## config.mk

```make
export PLATFORM = sky130hd
export DESIGN_NAME = rr_arbiter_8
export DESIGN_NICKNAME = d
export VERILOG_FILES = /design/src/rtl/rr_arbiter_8.sv
export SDC_FILE = /design/constraint.sdc
export NUM_CORES = 1
export LEC_CHECK = 0
export ABC_AREA = 1
export BUFFER_PORTS_ARGS = -buffer_cell sky130_fd_sc_hd__buf_2
export CAP_MARGIN = 20
export CORE_UTILIZATION = 45
export DETAILED_ROUTE_END_ITERATION = 7
export PLACE_DENSITY = 0.66
export SYNTH_ARGS = -nofsm -noshare
export SYNTH_HDL_FRONTEND = slang
export SYNTH_SLANG_ARGS = --single-unit
```

## constraint.sdc

```tcl
create_clock -name clk -period 6.8 [get_ports clk]
set_input_delay 0.68 -clock clk [delete_from_list [all_inputs] [get_ports clk]]
set_output_delay 0.68 -clock clk [all_outputs]
set_load 0.01 [all_outputs]
```

## src/rtl/rr_arbiter_8.sv

```systemverilog
// Registered round-robin arbiter for 8 requesters with hold timeout.
// A grant is one-hot or zero and is held until the owner releases it,
// drops its request, or holds it for MAX_HOLD cycles. After each exit
// the arbiter idles for one cycle before re-arbitrating.
module rr_arbiter_8 #(
   parameter int N        = 8,   // requesters; the downstream encoder supports 8 only
   parameter int MAX_HOLD = 16   // 1..255 cycles before forced revocation
) (
   input  logic         clk,
   input  logic         rst,
   input  logic [N-1:0] req,
   // Owner's end-of-grant pulse; named release_i because 'release' is reserved.
   input  logic         release_i,
   output logic [N-1:0] grant,
   output logic         grant_valid,
   output logic         timeout,
   output logic [7:0]   hold_cnt
);

   localparam int         IDX_W     = $clog2(N);
   localparam logic [7:0] HOLD_LAST = 8'(MAX_HOLD - 1);

   typedef enum logic {
      IDLE,
      GRANT
   } state_e;

   state_e             state_q, state_d;
   logic [N-1:0]       grant_q, grant_d;
   logic [IDX_W-1:0]   ptr_q, ptr_d;
   logic [IDX_W-1:0]   owner_q, owner_d;
   logic               timeout_q, timeout_d;
   logic [7:0]         hold_cnt_q, hold_cnt_d;

   logic               win_found;
   logic [IDX_W-1:0]   win_idx;
   logic               grant_exit;

   // Find the first requester at or after ptr, wrapping modulo N.
   always_comb begin
      // NOTE: every variable written here gets a default first so no latch is inferred.
      win_found = 1'b0;
      win_idx   = ptr_q;
      for (int i = 0; i < N; i++) begin
         if (!win_found && req[ptr_q + IDX_W'(i)]) begin
            win_found = 1'b1;
            win_idx   = ptr_q + IDX_W'(i);
         end
      end
   end

   // Next-state logic: arbitrate in IDLE, hold and watch exit conditions in GRANT.
   always_comb begin
      state_d    = state_q;
      grant_d    = grant_q;
      ptr_d      = ptr_q;
      owner_d    = owner_q;
      timeout_d  = 1'b0;
      hold_cnt_d = hold_cnt_q;
      grant_exit = 1'b0;

      unique case (state_q)
         IDLE: begin
            grant_d    = '0;
            hold_cnt_d = 8'd0;
            if (win_found) begin
               state_d          = GRANT;
               owner_d          = win_idx;
               grant_d[win_idx] = 1'b1;
            end
         end

         GRANT: begin
            // Exit priority: release, then owner drop, then timeout.
            grant_exit = release_i || !req[owner_q] || (hold_cnt_q == HOLD_LAST);
            if (grant_exit) begin
               state_d    = IDLE;
               grant_d    = '0;
               hold_cnt_d = 8'd0;
               ptr_d      = owner_q + IDX_W'(1);
               // Timeout only reports a revocation nothing else explains.
               timeout_d  = !release_i && req[owner_q];
            end else if (hold_cnt_q != 8'hFF) begin
               hold_cnt_d = hold_cnt_q + 8'd1;
            end
         end

         default: begin
            state_d = IDLE;
            grant_d = '0;
         end
      endcase
   end

   // State registers with synchronous reset that overrides any grant in progress.
   always_ff @(posedge clk) begin
      if (rst) begin
         // NOTE: sequential state uses non-blocking assignments so all flops update together.
         state_q    <= IDLE;
         grant_q    <= '0;
         ptr_q      <= '0;
         owner_q    <= '0;
         timeout_q  <= 1'b0;
         hold_cnt_q <= 8'd0;
      end else begin
         state_q    <= state_d;
         grant_q    <= grant_d;
         ptr_q      <= ptr_d;
         owner_q    <= owner_d;
         timeout_q  <= timeout_d;
         hold_cnt_q <= hold_cnt_d;
      end
   end

   assign grant       = grant_q;
   assign grant_valid = |grant_q;
   assign timeout     = timeout_q;
   assign hold_cnt    = hold_cnt_q;

endmodule

```

Word-level counts from Yosys, hierarchy flattened
Cells that the tools add are included.

Register bits after elaboration: 24. Bits of input ports: 11. Output and inout bits: 18. Word-level logic and storage cells: 100.

Add/subtract/negate cells: 9. Order comparisons: 11. Equal/unequal tests: 4. Multiplexer cells: 44. Bitwise logic cells: 2. Reductions and logical operators: 24.

Operators by type and width (number): 3-bit by 4-bit less-than comparator with 1-bit output, second input constant (10); 8-bit 2-to-1 mux (4); 8-bit one-hot mux with 2 select lines (2); 1-bit binary-select mux with 3-bit select (9); 3-bit 2-to-1 mux (7); 1-bit 2-to-1 mux (20); 3-bit adder, second input constant (4); 1-bit logical AND (9); 1-bit logical NOT (9); 8-bit by 1-bit adder with 8-bit output, second input constant (1); 8-bit by 4-bit == test with 1-bit output, second input constant (1); 8-bit inequality test, second input constant (1); 8-bit OR reduction (1); 3-bit by 1-bit adder with 3-bit output, second input constant (2); 3-bit by 2-bit adder with 3-bit output, second input constant (2); 2-bit AND reduction (2); 1-bit demux with 3-bit select (1); 3-bit by 1-bit >= comparator with 1-bit output, second input constant (1); 3-bit by 1-bit inequality test with 1-bit output, second input constant (1); 3-bit OR reduction (1); 1-bit logical OR (2); 2-bit by 1-bit inequality test with 1-bit output, second input constant (1); 1-bit inverter (2); 1-bit one-hot mux with 2 select lines (1).

Longest topological paths before layout
Gate-level depths: netlist of run 1.

Depth in word-level cells: 30. Gate-level depth with buffers: 20. Gate-level depth less buffers: 19.

Least setup slack after synthesis of run 1
No wires, ideal clock.

Path kind: reg-to-reg. From: reg ptr_q[0]. To: reg grant_q[6] (netlist: grant[6]). Setup time: 0.113 ns. Data arrival time: 2.308 ns. Data required time: 6.687 ns. Slack: 4.379 ns. Cell stages (with the launch flop): 18. Buffers on the path: 1. Clock period less this slack: 2.421 ns. Cells stage by stage: dfxtp_1 inv_2 buf_6 ha_1 inv_2 nand3_1 nand2_1 nor2_1 a31oi_2 inv_2 nor2_2 nand2_2 o21bai_4 inv_2 nand2_2 nor2_4 nand3_1 nand2_1.

Longest elaborated chain between the ends: 30.

RTL lines: from (decl) (RTL line 30) `logic [IDX_W-1:0] ptr_q, ptr_d;`; from (signal assigned) (RTL line 108) `ptr_q <= ptr_d;`; parallel branches: the longest is 28 deep, another holds 3-bit by 1-bit adder with 3-bit output; 8-bit 2-to-1 mux (*) (RTL line 66) `if (win_found) begin`; 8-bit one-hot mux with 2 select lines (*) (RTL line 62) `unique case (state_q)`; to (signal assigned) (RTL line 107) `grant_q <= grant_d;`; to (decl) (RTL line 29) `logic [N-1:0] grant_q, grant_d;`.

Mark *: on every way between the ends. The select of a mux whose other input is x is not followed. A chain may end at the register's enable or synchronous reset.

Worst setup path after layout of run 1
From: reg ptr_q[0]. To: reg grant_q[2] (netlist: grant[2]).

Same word-level chain as after synthesis.

==> results of run 1 <==
-- how the worst min path moves through the flow --
stage,from,endpoint,depth (start not counted)
finish,grant[7]$_SDFFE_PP0P_,grant[7]$_SDFFE_PP0P_,2
detailed placement,grant[0]$_SDFFE_PP0P_,grant[0]$_SDFFE_PP0P_,2
global route,grant[3]$_SDFFE_PP0P_,grant[3]$_SDFFE_PP0P_,2
CTS,grant[7]$_SDFFE_PP0P_,grant[7]$_SDFFE_PP0P_,2
global placement,grant[4]$_SDFFE_PP0P_,grant[4]$_SDFFE_PP0P_,2
floorplan,grant[2]$_SDFFE_PP0P_,grant[2]$_SDFFE_PP0P_,2
-- cell families (layout without fill, tap and decap cells) --
kind of cell,after synthesis,after routing,synth area share
AOI/OAI and AO/OA,29,29,0.09489
buffers and inverters,32,59,0.07299
and+or+nand+nor,195,195,0.5036
xor gates and xnor gates,7,7,0.03650
adders and majority gates,4,4,0.02654
DFF,24,24,0.2548
muxes,2,2,0.01062
-- power groups by stage --
stage                     registers, uW  clock network [uW]  logic [uW]
after global placement              215                   0         501
after floorplan                     204                   0         402
after detailed placement            215                   0         504
final                               212                 127         507
after global routing                218                 132         573
after CTS                           212                 128         506
-- per-layer routing --
metal / part of all wire / routed length (um) / vias up
met3: 0.022 / 98 / 6
met2: 0.47 / 2121 / 28
met4: 0.016 / 72 / 0
met5: 0 / 0 / -
li1: - / - / 1024
met1: 0.49 / 2174 / 883
-- layout by cell type, fill, tap and decap left out, types with 4 or more instances in the layout --
| cell | netlist | final |
|---|---|---|
| nor2_1 | 18 | 18 |
| inv_1 | 18 | 18 |
| nor4_1 | 5 | 5 |
| xor2_1 | 5 | 5 |
| nand2_2 | 14 | 14 |
| ha_1 | 4 | 4 |
| nand3_1 | 42 | 42 |
| dfxtp_1 | 24 | 24 |
| inv_2 | 8 | 8 |
| nand3_2 | 8 | 8 |
| nor2_2 | 4 | 4 |
| o21ai_0 | 8 | 8 |
| nand2_1 | 93 | 93 |
| o21ai_1 | 4 | 4 |
| a21oi_1 | 9 | 9 |
| buf_2 | 2 | 28 |
-- critical path: stages (launching register included) --
cell	delay, ns
dfxtp_1	0.62
inv_2	0.22
ha_1	0.46
inv_2	0.16
nand3_1	0.11
nand2_1	0.09
nor2_1	0.05
a31oi_2	0.27
inv_2	0.08
nor2_2	0.18
nand2_2	0.10
o21bai_4	0.20
inv_2	0.09
nand2_2	0.10
nor2_4	0.04
nand3_1	0.09
nand2_1	0.05
-- synth_stat cells, types with 2 or more instances --
cell type	number	area share
inv_1	18	0.036
mux2i_1	2	0.011
a31oi_1	3	0.010
nand2_1	93	0.19
nand3_1	42	0.11
xor2_1	5	0.023
a21oi_1	9	0.024
inv_2	8	0.016
dfxtp_1	24	0.25
nor2_2	4	0.013
nand2_2	14	0.046
buf_4	2	0.0080
ha_1	4	0.027
o21ai_1	4	0.011
nor2_1	18	0.036
nor3_1	2	0.0053
o21ai_0	8	0.021
nor4_1	5	0.017
buf_2	2	0.0053
nand3_2	8	0.042
nor2_4	3	0.018
-- cell type report --
cell class                      instances  area share
Multi-Input combinational cell        237      0.5969
Sequential cell                        24      0.2263
Inverter                               27     0.04773
Tap cell                               50     0.02946
Clock buffer                            3     0.01945
Timing Repair Buffer                   28     0.06600
Clock inverter                          1     0.01414
-- sequential cells by signal, indices dropped and copies added, names as in the netlist --
register / count
ptr_q: 3
timeout: 1
hold_cnt: 8
state_q: 1
owner_q: 3
grant: 8
-- through the flow --
| stage | power (uW) | utilization | setup slack [ns] | hold slack (ns) | instances |
|---|---|---|---|---|---|
| 6_report | 846.4 | 0.5308 | 3.784 | 0.4693 | 370 |
| 5_1_grt | 922.9 | 0.5308 | 3.458 | 0.4884 | 370 |
| 4_1_cts | 845.8 | 0.5308 | 3.814 | 0.4723 | 370 |
| 3_5_place_dp | 719.4 | 0.5130 | 3.822 | 0.4573 | 366 |
| 3_3_place_gp | 715.4 | 0.5130 | 3.871 | 0.4555 | 366 |
| 2_1_floorplan | 606.2 | - | 4.379 | 0.4857 | 293 |
==> impl_results.md, run 1 <==
* Status: complete, no violations
* Worst VDD drop at 211.5 uV
* Via count at 1941
* Reg clk slew, reported paths at 0.09 ns
* Initial antenna violation count at 0
* CTS tree: yes
* Count of final hold-check violations at 0
* Wire length per cell at 12.07 um
* Post-CTS Setup Inserts at 0
* Initial Util at 0.4714
* Drt first pass iters at 4
* Post-cts resize count at 0
* Gate power share at 0.599
* Tightest Pin Transition at 0.5031 ns
* Busiest grt layer: met2
* Endpoints failing setup at 0
* Hold buffer count at CTS at 0
* P_int at 413.9 uW
* Fmax at 331.5 MHz
* RD Place Congestion at 0.8282
* Syn Std Cell Area at 1886 um^2
* Tmin final at 3.016 ns
* RSZ-0062 raised after global routing: false
* Synth cell types at 36
* Number of global-route vias before repair at 1747
* Critical path data arrival time at 3.19 ns
* Fin Clk Skew at 0.0008434 ns
* Reg2reg end: grant[2]$_SDFFE_PP0P_
* Port Buffer Count at 28
* Grt met1 use at 0.2645
* Core Box Area at 4000 um^2
* H-tree Lvls at 1
* Hold Path Class: register to register
* Global-route track usage on met2 at 0.3927
* Final HPWL DP at 3537 um
* Max-cap violations at 0
* Critical Path Sink: grant[2]$_SDFFE_PP0P_
* Max transition margin at 0.6641
* CP startpoint: ptr_q[0]$_SDFFE_PP0P_
* Chip Height at 66.73 um
* Total Nets Final at 336
* Reg2Reg Setup Slack at 3.78 ns
* Synthesized area per cell at 6.435 um^2
* Post-DP Area at 2052 um^2
* CTS Buf Count at 3
* Clock Path Buffers at 2
* Syn. warnings at 0
* Crit. End Element: register
* Post-synth net total at 308
* Sw Ratio at 0.5110
* Largest net degree at the start of global routing at 15
* PD cells at 398.6 nW/um^2
* Chip Width at 66.73 um
* Net Sw Power at 432.5 uW
* Reg power frac at 0.251
* Maximum fanout along the worst path at 14
* Design area at 2123 um^2
* Io pins at 29
* Period utilization at 0.4436
* Vias per Instance at 5.246
* Area taken by flip-flops and latches at 480.5 um^2
* Top_reg_cell synth: dfxtp_1
* Number of synthesized flops with an enable pin at 0
* DR DRC count at 0
* Setup TNS at 0 ns
* Worst skew pair latency at 0.27 ns
* Total gr overflow at 0
* Reg-to-Reg Start: ptr_q[0]$_SDFFE_PP0P_
* Root Buffer: clkbuf_8
* First-pass GRT wire length at 7403 um
* P&R area growth vs syn at 12.61%
* Asr flop ratio synth at 0
* FF-to-FF path depth at 16
* Clock power share at 0.150
* Overall routing resource usage at 0.2145
* Die ar. at 4453 um^2
* Critical path launch point type: register
* Final WL at 4467 um
* Critical Path RT at 6.97 ns
* Routed Antenna Nets at 0
* Row count at 23
* Cells after synthesis at 293
* Share of cells above drive strength 1 at 0.2344
* Fill cells at 432
* Seq cells post-synth at 24
* Max Transition Viols Final at 0
* Critical path type: register to register
* Inserted Diodes at 0
* Area of the multi-input gates at 1267 um^2
* Pleak at 0.001039 uW
* Met3 Track Usage GR at 0.01027
* # clock sinks at 24
* Iter 0 DRT Violations at 83
* Sequential-to-total area share from yosys stat at 0.2548
Note: power is estimated with default switching activity, not from simulation.
==> run 2, diff against run 1 <==
==> constraint.sdc (replaced) <==
create_clock -name clk -period 3 [get_ports clk]
set_input_delay 0.3 -clock clk [delete_from_list [all_inputs] [get_ports clk]]
set_output_delay 0.3 -clock clk [all_outputs]
set_load 0.01 [all_outputs]
==> run 2 against run 1 <==
Compared with the run above:
- first-iteration DRC count is 81% higher
- utilization hardly changed
- maximum frequency is 14% higher
- clock skew is 0.0042 ns higher
- critical path depth stayed put
- non-clock buffer count is 2 higher
- sequential share of layout area hardly changed
==> impl_results.md, run 2 (synthesis results as in run 1) <==
* Status: complete, no violations (unchanged)
* Iter 0 DRT Violations at 150 (was 83)
* Overall routing resource usage at 0.2201 (was 0.2145)
* Chip Width at 66.73 um (unchanged)
* Row count at 23 (unchanged)
* Tightest Pin Transition at 0.4914 ns (was 0.5031 ns)
* Crit. End Element: register (unchanged)
* Hold buffer count at CTS at 0 (unchanged)
* Vias per Instance at 5.126 (was 5.246)
* H-tree Lvls at 1 (unchanged)
* Share of cells above drive strength 1 at 0.2391 (was 0.2344)
* Gate power share at 0.632 (was 0.599)
* RD Place Congestion at 0.8519 (was 0.8282)
* Critical Path RT at 3.17 ns (was 6.97 ns)
* Commonest cells after routing, fill and taps aside: nand2_1 (93), nand3_1 (42), buf_2 (28) (unchanged)
* Port Buffer Count at 28 (unchanged)
* Max transition margin at 0.6719 (was 0.6641)
* Largest net degree at the start of global routing at 14 (was 15)
* Reg power frac at 0.248 (was 0.251)
* Clock Path Buffers at 2 (unchanged)
* Most common cell after layout, fill and taps aside: nand2_1 (unchanged)
* Initial Util at 0.4714 (unchanged)
* Worst VDD drop at 480.2 uV (was 211.5 uV)
* Hold Path Class: input port to register (was register to register)
* Total gr overflow at 0 (unchanged)
* # clock sinks at 24 (unchanged)
* Initial antenna violation count at 0 (unchanged)
* CTS tree: yes (unchanged)
* Io pins at 29 (unchanged)
* Post-CTS Setup Inserts at 0 (unchanged)
* Post-Place Setup Slack at 0.4095 ns (was 3.822 ns)
* Final WL at 4425 um (was 4467 um)
* RSZ-0062 raised after global routing: false (unchanged)
* Number of global-route vias before repair at 1754 (was 1747)
* Worst skew pair latency at 0.27 ns (about the same)
* Count of final hold-check violations at 0 (unchanged)
* Total Nets Final at 338 (was 336)
* Critical path data arrival time at 2.80 ns (was 3.19 ns)
* Period utilization at 0.8786 (was 0.4436)
* Pwr Total at 1856 uW (was 846.4 uW)
* First-pass GRT wire length at 7610 um (was 7403 um)
* Via count at 1907 (was 1941)
* Critical path type: register to register (unchanged)
* Endpoints failing setup at 0 (unchanged)
* Inserted Diodes at 0 (unchanged)
* Root Buffer: clkbuf_8 (unchanged)
* Pleak at 0.001042 uW (was 0.001039 uW)
* Routed Antenna Nets at 0 (unchanged)
* Net Sw Power at 970.4 uW (was 432.5 uW)
* Critical path launch point type: register (unchanged)
* Fmax at 379.4 MHz (was 331.5 MHz)
* Slack of the critical path at 0.3641 ns (was 3.784 ns)
* Maximum fanout along the worst path at 11 (was 14)
* Sw Ratio at 0.5229 (was 0.5110)
* Design area at 2122 um^2 (was 2123 um^2)
* Max Transition Viols Final at 0 (unchanged)
* Setup TNS at 0 ns (unchanged)
* Final HPWL DP at 3500 um (was 3537 um)
* P_int at 885.5 uW (was 413.9 uW)
* P&R area growth vs syn at 12.54% (was 12.61%)
* Post-cts resize count at 0 (unchanged)
* Reg clk slew, reported paths at 0.09 ns (about the same)
* Core Box Area at 4000 um^2 (unchanged)
* Post-DP Area at 2067 um^2 (was 2052 um^2)
* Drt first pass iters at 4 (unchanged)
* Max-cap violations at 0 (unchanged)
* Tmin final at 2.636 ns (was 3.016 ns)
* Wire length per cell at 11.90 um (was 12.07 um)
* Fin Clk Skew at 0.005063 ns (was 0.0008434 ns)
* Die ar. at 4453 um^2 (unchanged)
* Chip Height at 66.73 um (unchanged)
* PD cells at 874.6 nW/um^2 (was 398.6 nW/um^2)
* CTS Buf Count at 3 (unchanged)
* Clock power share at 0.119 (was 0.150)
* DR DRC count at 0 (unchanged)
## run 2: power groups by stage
| stage | Combinational [uW] | Sequential, uW | Clock [uW] |
|---|---|---|---|
| floorplan | 911 | 463 | 0 |
| global placement | 1170 | 468 | 0 |
| detailed placement | 1170 | 467 | 0 |
| CTS | 1170 | 462 | 226 |
| global route | 1330 | 473 | 237 |
| finish | 1170 | 461 | 222 |
## run 2: critical path, cell delays in order (launching register included)
cell and delay (ns):
dfxtp_1 0.36, inv_2 0.13, ha_1 0.43, inv_2 0.17, nand3_1 0.12, nand2_1 0.09
nor2_1 0.05, a31oi_2 0.28, inv_2 0.07, nor2_2 0.18, nand2_2 0.09, o21bai_4 0.19
inv_2 0.09, nand2_2 0.09, nor2_4 0.04, nand3_1 0.09, nand2_1 0.05
## run 2: per-stage QoR
step,hold WS [ns],utilization,instances
6_report,0.3119,0.5305,372
5_1_grt,0.3483,0.5305,372
4_1_cts,0.3143,0.5305,372
3_5_place_dp,0.4622,0.5167,368
3_3_place_gp,0.4568,0.5167,368
2_1_floorplan,0.4857,-,293
## run 2: layout make-up
type                            count  area, um^2
Clock buffer                        4       55.05
Fill cell                         411        1878
Inverter                           27       101.3
Multi-Input combinational cell    237        1267
Sequential cell                    24       480.5
Tap cell                           50       62.56
Timing Repair Buffer               30       155.1
## run 2: path summary, 6_finish.rpt
path                              start                     to  slack, ns  cells past startpoint
setup / recovery  ptr_q[0]$_SDFFE_PP0P_  grant[0]$_SDFFE_PP0P_       0.36                     16
setup reg to reg  ptr_q[0]$_SDFFE_PP0P_  grant[0]$_SDFFE_PP0P_       0.36                     16
hold reg to reg   grant[4]$_SDFFE_PP0P_  grant[4]$_SDFFE_PP0P_       0.47                      2
hold / removal                release_i     timeout$_SDFF_PP0_       0.31                      3
## run 2: per-layer routing
metal | vias up | wire [um] | track usage
met5 | - | 0 | 0
met4 | 0 | 91 | 0.09309
met3 | 9 | 91 | 0.01541
met2 | 29 | 2132 | 0.3801
met1 | 845 | 2110 | 0.2785
li1 | 1024 | - | -
